--- src/rtl/neuron_pkg.sv ---
// Shared types and helpers for the perceptron sequencer.
//   state_t     : sequencer FSM states
//   DATA_W_DEF  : default weight/input width
//   ACC_W_DEF   : default accumulator width
//   idx_w()     : index width for a given term count (never below 1 bit)
package neuron_pkg;

  typedef enum logic [1:0] {
    IDLE  = 2'd0,
    RUN   = 2'd1,
    DRAIN = 2'd2,
    DONE  = 2'd3
  } state_t;

  localparam int DATA_W_DEF = 16;
  localparam int ACC_W_DEF  = 40;

  function automatic int idx_w(input int n);
    return (n <= 1) ? 1 : $clog2(n);
  endfunction

endpackage

--- src/rtl/neuron_mac.sv ---
// Signed multiply-accumulate unit.
// Ports:
//   clk, rst : clock, synchronous active-high reset (clears accumulator)
//   clr      : clear accumulator (priority over en)
//   en       : add a*b into the accumulator on this edge
//   a, b     : signed DATA_W operands
//   acc_sum  : accumulator value as it will be after this edge, i.e. the
//              stored total plus the term being added this cycle. Lets the
//              caller capture the final sum on the same edge the last term
//              lands.
module neuron_mac
  import neuron_pkg::*;
#(
  parameter int DATA_W = DATA_W_DEF,
  parameter int ACC_W  = ACC_W_DEF
) (
  input  logic                     clk,
  input  logic                     rst,
  input  logic                     clr,
  input  logic                     en,
  input  logic signed [DATA_W-1:0] a,
  input  logic signed [DATA_W-1:0] b,
  output logic signed [ACC_W-1:0]  acc_sum
);

  logic signed [ACC_W-1:0]    acc;
  logic signed [2*DATA_W-1:0] prod;

  assign prod = a * b;

  always_comb begin
    acc_sum = acc;
    if (clr)
      acc_sum = '0;
    else if (en)
      acc_sum = acc + ACC_W'(prod);
  end

  always_ff @(posedge clk) begin
    if (rst)
      acc <= '0;
    else
      acc <= acc_sum;
  end

endmodule

--- src/rtl/neuron_sequencer.sv ---
// Runs one perceptron evaluation: walks weight ROM and input buffer in
// lockstep, accumulates weight*input over N_INPUTS terms, compares against
// the latched threshold and reports sum plus fire bit.
// Ports:
//   clk, rst   : clock, synchronous active-high reset
//   start      : request evaluation (sampled in IDLE only)
//   threshold  : signed firing threshold, latched with start
//   busy       : evaluation in progress (RUN and DRAIN)
//   done       : one-cycle pulse, result/fire updated
//   rom_addr   : weight ROM address (ROM_BASE + index)
//   rom_dout   : weight ROM data, 1-cycle read latency
//   x_addr     : input buffer index
//   x_data     : input buffer data, 1-cycle read latency
//   result     : signed weighted sum, held until next done
//   fire       : result >= threshold, held with result
//
// state | meaning
// IDLE  | waiting for start
// RUN   | issuing addresses for index 0..N_INPUTS-1
// DRAIN | last read returning, final term accumulated
// DONE  | done pulse, result/fire presented
module neuron_sequencer
  import neuron_pkg::*;
#(
  parameter int N_INPUTS = 10,
  parameter int DATA_W   = DATA_W_DEF,
  parameter int ACC_W    = ACC_W_DEF,
  parameter int ROM_BASE = 1,
  localparam int IDX_W   = idx_w(N_INPUTS)
) (
  input  logic              clk,
  input  logic              rst,
  input  logic              start,
  input  logic [DATA_W-1:0] threshold,
  output logic              busy,
  output logic              done,
  output logic [15:0]       rom_addr,
  input  logic [DATA_W-1:0] rom_dout,
  output logic [IDX_W-1:0]  x_addr,
  input  logic [DATA_W-1:0] x_data,
  output logic [ACC_W-1:0]  result,
  output logic              fire
);

  if (N_INPUTS < 1) begin : g_n_chk
    $error("neuron_sequencer: N_INPUTS must be at least 1");
  end
  if (ACC_W < 2*DATA_W + $clog2(N_INPUTS)) begin : g_acc_chk
    $error("neuron_sequencer: ACC_W too narrow for worst-case sum");
  end
  if (ROM_BASE + N_INPUTS - 1 > 65535) begin : g_rom_chk
    $error("neuron_sequencer: ROM address range exceeds 16 bits");
  end

  localparam logic [15:0]      BASE16 = 16'(ROM_BASE);
  localparam logic [IDX_W-1:0] LAST   = IDX_W'(N_INPUTS - 1);

  state_t                   state;
  logic [IDX_W-1:0]         idx;
  logic                     vld;
  logic signed [DATA_W-1:0] thr_q;
  logic signed [ACC_W-1:0]  thr_ext;
  logic signed [ACC_W-1:0]  acc_sum;
  logic                     mac_clr;

  // Addresses derive from the index register, so they hold through DRAIN.
  assign rom_addr = BASE16 + 16'(idx);
  assign x_addr   = idx;
  assign thr_ext  = {{(ACC_W-DATA_W){thr_q[DATA_W-1]}}, thr_q};
  assign mac_clr  = (state == IDLE) && start;

  neuron_mac #(
    .DATA_W (DATA_W),
    .ACC_W  (ACC_W)
  ) u_mac (
    .clk     (clk),
    .rst     (rst),
    .clr     (mac_clr),
    .en      (vld),
    .a       ($signed(rom_dout)),
    .b       ($signed(x_data)),
    .acc_sum (acc_sum)
  );

  always_ff @(posedge clk) begin
    if (rst) begin
      state  <= IDLE;
      busy   <= 1'b0;
      done   <= 1'b0;
      result <= '0;
      fire   <= 1'b0;
      idx    <= '0;
      vld    <= 1'b0;
      thr_q  <= '0;
    end else begin
      done <= 1'b0;
      // Read data for an address issued in RUN arrives one cycle later.
      vld  <= (state == RUN);
      case (state)
        IDLE: begin
          if (start) begin
            state <= RUN;
            busy  <= 1'b1;
            idx   <= '0;
            thr_q <= $signed(threshold);
          end
        end
        RUN: begin
          if (idx == LAST)
            state <= DRAIN;
          else
            idx <= idx + IDX_W'(1);
        end
        DRAIN: begin
          // acc_sum already includes the final term landing on this edge.
          state  <= DONE;
          busy   <= 1'b0;
          done   <= 1'b1;
          result <= acc_sum;
          fire   <= (acc_sum >= thr_ext);
        end
        DONE:    state <= IDLE;
        default: state <= IDLE;
      endcase
    end
  end

endmodule

--- config.mk ---
export PLATFORM = sky130hd
export DESIGN_NAME = neuron_sequencer
export DESIGN_NICKNAME = d
export VERILOG_FILES = /design/src/rtl/neuron_pkg.sv /design/src/rtl/neuron_mac.sv /design/src/rtl/neuron_sequencer.sv
export SDC_FILE = /design/constraint.sdc
export NUM_CORES = 1
export LEC_CHECK = 0
export CELL_PAD_IN_SITES_DETAIL_PLACEMENT = 1
export CELL_PAD_IN_SITES_GLOBAL_PLACEMENT = 1
export CORE_MARGIN = 4
export CORE_UTILIZATION = 43
export DETAILED_ROUTE_END_ITERATION = 6
export PLACE_DENSITY_LB_ADDON = 0.25
export SLEW_MARGIN = 20
export SYNTH_ARGS = -nofsm -noshare
export SYNTH_HDL_FRONTEND = slang
export SYNTH_SLANG_ARGS = --single-unit
--- constraint.sdc ---
create_clock -name clk -period 10.3 [get_ports clk]
set_clock_uncertainty 0.15 [all_clocks]
set_input_delay 2.06 -clock clk [delete_from_list [all_inputs] [get_ports clk]]
set_output_delay 2.06 -clock clk [all_outputs]
set_load 0.01 [all_outputs]
==> results_dict.tcl, run 1 <==
set metrics [dict create \
    r2r_cells 29 \
    die_h_um 210 \
    critPathMaxStageDelay_ns 0.57 \
    crit_type "in -> reg" \
    crit_family "adder cells" \
    post-route-util_pct 53.7 \
    num_rows 73 \
    grt_max_degree 70 \
    grt_use_total_pct 22.8 \
    synth_area_per_cell_um2 8.96 \
    grt_overflow 0 \
    grt_first_pass_wirelength_mm 82.8 \
    max_freq_mhz 100 \
    clkLatencyLatePin_ns 0.35 \
    crit_path_start "rom_dout[3]" \
    dr.pass1.iters 5 \
    initial_core_util_pct 43.8 \
    worstPathRequired_ns 10.36 \
    vias_per_cell 5.08 \
    crit_slowest_cell "fa_2" \
    tightest_slew_ns 0.890 \
    core_mm2 0.0399 \
    drv_slew 0 \
    vias 13988 \
    worst_hold_startpoint "thr_q[6]" \
    cts_sinks 106 \
    synth_flop_cell "dfxtp_1" \
    synth_seq_cells 106 \
    clock_path_buffers 2 \
    postSynth.asyncResetShare_pct 0 \
    max-slew-margin-rel_pct 40.6 \
    multi_input_area_mm2 0.0138 \
    routabilityCongestion 0.859 \
    worstHoldPathType "reg -> reg" \
    status "finished, final reports clean" \
    critical_path.max_fanout 7 \
    ys_seq_area_share_pct 12.1 \
    synth_cell_type_count 61 \
    drt_iter0_markers 628 \
    syn_to_final_growth_pct 22.5 \
    crit_cells 33 \
    grt_pass1_vias 16166 \
    r2r_slack_ns 2.90 \
    r2r-start "u_mac.acc[15]" \
    syn_inst 1951 \
    cts_root_buffer "clkbuf_16" \
    cts_tree "yes" \
    whs_path_depth 2 \
    routedWlPerCell_um 18.2 \
    synth_warnings 0 \
    drive_gt1_share_pct 14.6 \
    fin_nets 2762 \
    antenna_found_initial 0 \
    num_io_pins 114 \
    clk_pin_slew_ns 0.08 \
    crit_path_start_kind "input pin" \
    period_share_pct 96.8 \
    regArea_mm2 0.00212 \
    setup_violations 0 \
    final_antenna_net_count 0 \
    drv_cap 0 \
    synth_edf_count 0 \
    cp_num_buf_inv 9 \
    htreeDepth 3 \
    die-area_mm2 0.0439 \
    port_buffers 102 \
    place_hpwl_mm 42.2 \
    post-route-drc-count 0 \
    hold_viol_final 0 \
    design_area_mm2 0.0214 \
    setup.worst_path.end_class "flip-flop" \
    num_antenna_cells 0 \
    cts_buffers 9 \
    die_width_um 210 \
    cp.arrival_ns 10.04 \
    tns_ns 0 \
    synth_area_mm2 0.0175 \
    layout_min_cycle_time_ns 9.97 \
    hold_ws_ns 0.307 \
    totalWireLength_mm 50.1 \
    n_fill_cell 4609 \
    place_area_mm2 0.0205 \
]
## layer usage
layer	wire length (um)	track usage, %
met1	22300	30.9
met2	25500	40.3
met3	1300	2.09
met4	976	4.64
met5	0	0
## through the flow
stage          worst slack (ns)  std cells
2_1_floorplan             0.219       1961
3_3_place_gp             -0.361       2710
3_5_place_dp             -0.629       2710
4_1_cts                  0.0472       2727
5_1_grt                 -0.0357       2751
6_report                  0.330       2751
## cell usage in the layout, fill, tap and decap left out, types with 10 or more instances in the layout
master           instances
a211oi_1                11
a21o_1                  17
a21oi_1                 66
and2_1                 124
buf_12                  15
buf_4                  194
buf_6                   14
clkbuf_16               10
clkdlybuf4s50_1         76
conb_1                  11
dfxtp_1                105
dlymetal6s2s_1          21
fa_1                   317
fa_2                    13
ha_1                   151
inv_1                  395
mux2i_1                 38
nand2_1                208
nand3_1                 17
nand4_1                 16
nor2_1                 131
nor3_1                  18
o21ai_0                 40
xnor2_1                 25
xor2_1                  12
## synth_stat cells (4+ instances only)
cell,n,area (um^2)
inv_1,402,1510
fa_1,330,6610
nand2_1,211,792
ha_1,160,2000
nor2_1,134,503
and2_1,127,795
dfxtp_1,106,2120
a21oi_1,73,365
clkbuf_1,58,218
o21ai_0,43,215
mux2i_1,38,380
xnor2_1,25,219
nand3_1,20,100
nor3_1,20,100
a21o_1,17,128
nand4_1,16,100
a211oi_1,12,90.1
xor2_1,12,105
buf_4,11,82.6
buf_1,9,33.8
nor2b_1,9,56.3
o21a_1,9,67.6
o21bai_1,9,67.6
a31oi_1,8,50.1
nand2b_1,7,43.8
o31ai_1,7,52.6
and3_1,5,31.3
nor4_1,5,31.3
o22ai_1,5,31.3
a2111oi_0,4,35.0
a22o_1,4,35.0
a22oi_1,4,30.0
mux2_2,4,45.0
or3_1,4,25.0
## what timing repair did
item,4_1_cts,5_1_grt
pin swaps,6,62
setup buffers,1,19
hold buffers,0,0
endpoints found under the hold margin,0,0
gates cloned,0,6
setup endpoints to repair,1,1
gates resized for setup,10,102
## layout make-up
cell class	count	share of cell area, %
sequential	106	9.91
multi-input combinational	1372	64.5
tap	525	3.07
clock buffer	9	1.05
clock inverter	7	0.310
inverter	402	7.05
timing repair buffer	330	14.1
## final timing paths
path | endpoint
worst max-delay path | fire
worst max register to register | fire
worst min-delay path | thr_q[6]
worst min register to register | thr_q[6]
## logic make-up after synthesis
family	share of synthesized area [%]
AND/OR/NAND/NOR	15.5
AO/OA/AOI/OAI	8.00
adder cells (fa/ha/maj)	49.2
multiplexers	2.43
buffers and inverters	10.8
flip-flops	12.1
other	0.0215
XOR/XNOR	1.85
## worst reg2reg max path: cells and delay by family (launching register included)
family / cells / cell delay (ns)
XOR/XNOR: 1 / 0.20
AO/OA/AOI/OAI: 5 / 0.98
adder cells (fa/ha/maj): 7 / 3.18
multiplexers: 1 / 0.19
AND/OR/NAND/NOR: 8 / 1.63
buffers and inverters: 7 / 0.59
flip-flops: 1 / 0.34
## flip-flops by register name, indices dropped and copies added, names as in the netlist
signal	flops
result	40
vld	1
state	2
thr_q	16
busy	1
done	1
x_addr	4
u_mac.acc	40
fire	1
Power of run 1 is not shown: default switching activity piles up to over one toggle a cycle in this logic, so the estimate is an artifact.
==> run 2, diff against run 1 <==
--- a/config.mk
+++ b/config.mk
@@ -10,7 +10,7 @@
 export CORE_MARGIN = 4
 export CORE_UTILIZATION = 43
 export DETAILED_ROUTE_END_ITERATION = 6
-export PLACE_DENSITY_LB_ADDON = 0.25
+export PLACE_DENSITY_LB_ADDON = 0.1
 export SLEW_MARGIN = 20
 export SYNTH_ARGS = -nofsm -noshare
 export SYNTH_HDL_FRONTEND = slang
==> results_dict.tcl, run 2 (synthesized netlist as in run 1, its figures left out) <==
set metrics [dict create \
    grt_overflow 0 \
    hold_viol_final 0 \
    core_mm2 0.0399 \
    clk_pin_slew_ns 0.07 \
    num_rows 73 \
    cts_sinks 106 \
    fin_nets 2755 \
    hold_buffers 0 \
    grt_use_total_pct 22.5 \
    final_antenna_net_count 0 \
    r2r-start "u_mac.acc[15]" \
    drv_slew 0 \
    drive_gt1_share_pct 14.3 \
    max_freq_mhz 99.5 \
    post-route-drc-count 0 \
    crit_path_start_kind "input pin" \
    layout_min_cycle_time_ns 10.05 \
    hold_end "thr_q[9]" \
    drt_iter0_markers 550 \
    whs_path_depth 2 \
    reg_top3 "result (40), u_mac.acc (40), thr_q (16)" \
    cp.arrival_ns 10.13 \
    die-area_mm2 0.0439 \
    clock_path_buffers 2 \
    totalWireLength_mm 48.3 \
    crit_path_frequent_cell "fa_1" \
    setup_violations 0 \
    n_fill_cell 4659 \
    cts_tree "yes" \
    syn_to_final_growth_pct 21.6 \
    grt_first_pass_wirelength_mm 80.6 \
    place_hpwl_mm 41.3 \
    r2r_cells 30 \
    grt_pass1_vias 15448 \
    die_h_um 210 \
    crit_path_start "rom_dout[11]" \
    critPathMaxStageDelay_ns 0.64 \
    max-slew-margin-rel_pct 39.4 \
    clkLatencyLatePin_ns 0.36 \
    setup.worst_path.end_class "flip-flop" \
    routedWlPerCell_um 17.6 \
    antenna_found_initial 0 \
    htreeDepth 3 \
    dr.pass1.iters 5 \
    final_cell_mix "inv_1 (393), fa_1 (322), nand2_1 (207)" \
    cts_root_buffer "clkbuf_16" \
    tightest_slew_ns 0.907 \
    worst_hold_startpoint "thr_q[9]" \
    vias_per_cell 4.96 \
    critical_path.max_fanout 8 \
    routabilityCongestion 0.833 \
    r2r_end "fire" \
    worstPathRequired_ns 10.38 \
    die_width_um 210 \
    initial_core_util_pct 43.8 \
    drv_cap 0 \
    status "finished, final reports clean" \
    crit_type "in -> reg" \
    worstHoldPathType "reg -> reg" \
    cts_buffers 9 \
    port_buffers 102 \
    final_common_cell "inv_1" \
    crit_slowest_cell "fa_1" \
    num_antenna_cells 0 \
    grt_max_degree 70 \
    num_io_pins 114 \
    r2r_slack_ns 2.86 \
    vias 13610 \
    post-route-util_pct 53.2 \
    period_share_pct 97.6 \
]
## run 2: changes by cell type in the layout (fill, tap and decap cells not counted), sizes merged
| cell | change |
|---|---|
| clkbuf | +1 |
| clkdlybuf4s50 | +7 |
| clkinvlp | -1 |
| dlymetal6s2s | -7 |
| inv | +1 |
| clkdlybuf4s15 | -2 |
| buf | -6 |
| dlygate4sd2 | +1 |
| clkinv | -2 |
## run 2: worst max-delay path, delay by kind of cell
kind | cells | cell delay, ns
and+or+nand+nor | 10 | 1.53
muxes | 2 | 0.46
xor gates and xnor gates | 1 | 0.16
buffers and inverters | 8 | 1.28
adders and majority gates | 8 | 3.65
AOI/OAI and AO/OA | 5 | 1.02
## run 2: through the flow
| step | instances | TNS (ns) | area [um^2] | setup WS (ns) | hold WS, ns |
|---|---|---|---|---|---|
| detailed placement | 2711 | -0.589 | 20500 | -0.589 | 0.298 |
| global placement | 2711 | -0.377 | 20500 | -0.377 | 0.290 |
| CTS | 2727 | 0 | 20800 | 0.0164 | 0.309 |
| floorplan | 1961 | 0 | 17500 | 0.219 | 0.286 |
| global route | 2743 | -0.125 | 21200 | -0.125 | 0.335 |
| finish | 2743 | 0 | 21200 | 0.250 | 0.309 |
## run 2: how the worst max path moves through the flow
stage,endpoint,slack [ns],depth (start not counted)
after detailed placement,fire,-0.59,34
after global routing,fire,-0.13,35
after floorplan,fire,0.22,32
final,fire,0.25,34
after global placement,fire,-0.38,34
after CTS,fire,0.02,36
## run 2: what timing repair did
item	4_1_cts	5_1_grt
buffers inserted	1	15
cloned	0	1
pin swaps	5	65
endpoints found under the setup margin	1	1
gates resized for setup	14	85
## run 2: cell type report
| cell class | instances | area (um^2) | share of cell area (%) |
|---|---|---|---|
| Multi-Input combinational cell | 1372 | 13800 | 65.0 |
| Timing Repair Buffer | 323 | 2880 | 13.5 |
| Sequential cell | 106 | 2120 | 9.99 |
| Inverter | 402 | 1510 | 7.10 |
| Tap cell | 525 | 657 | 3.09 |
| Clock buffer | 10 | 239 | 1.12 |
| Clock inverter | 5 | 38.8 | 0.183 |
## run 2: layer usage
layer  vias to the layer above  GRT usage (%)  wire, um
met5                         -              0         0
met4                         0           2.68       291
met3                        22           1.85      1060
met2                       149           39.2     24200
met1                      6915           31.6     22700
li1                       6524              -         -
Power of run 2 is left out for the same reason.
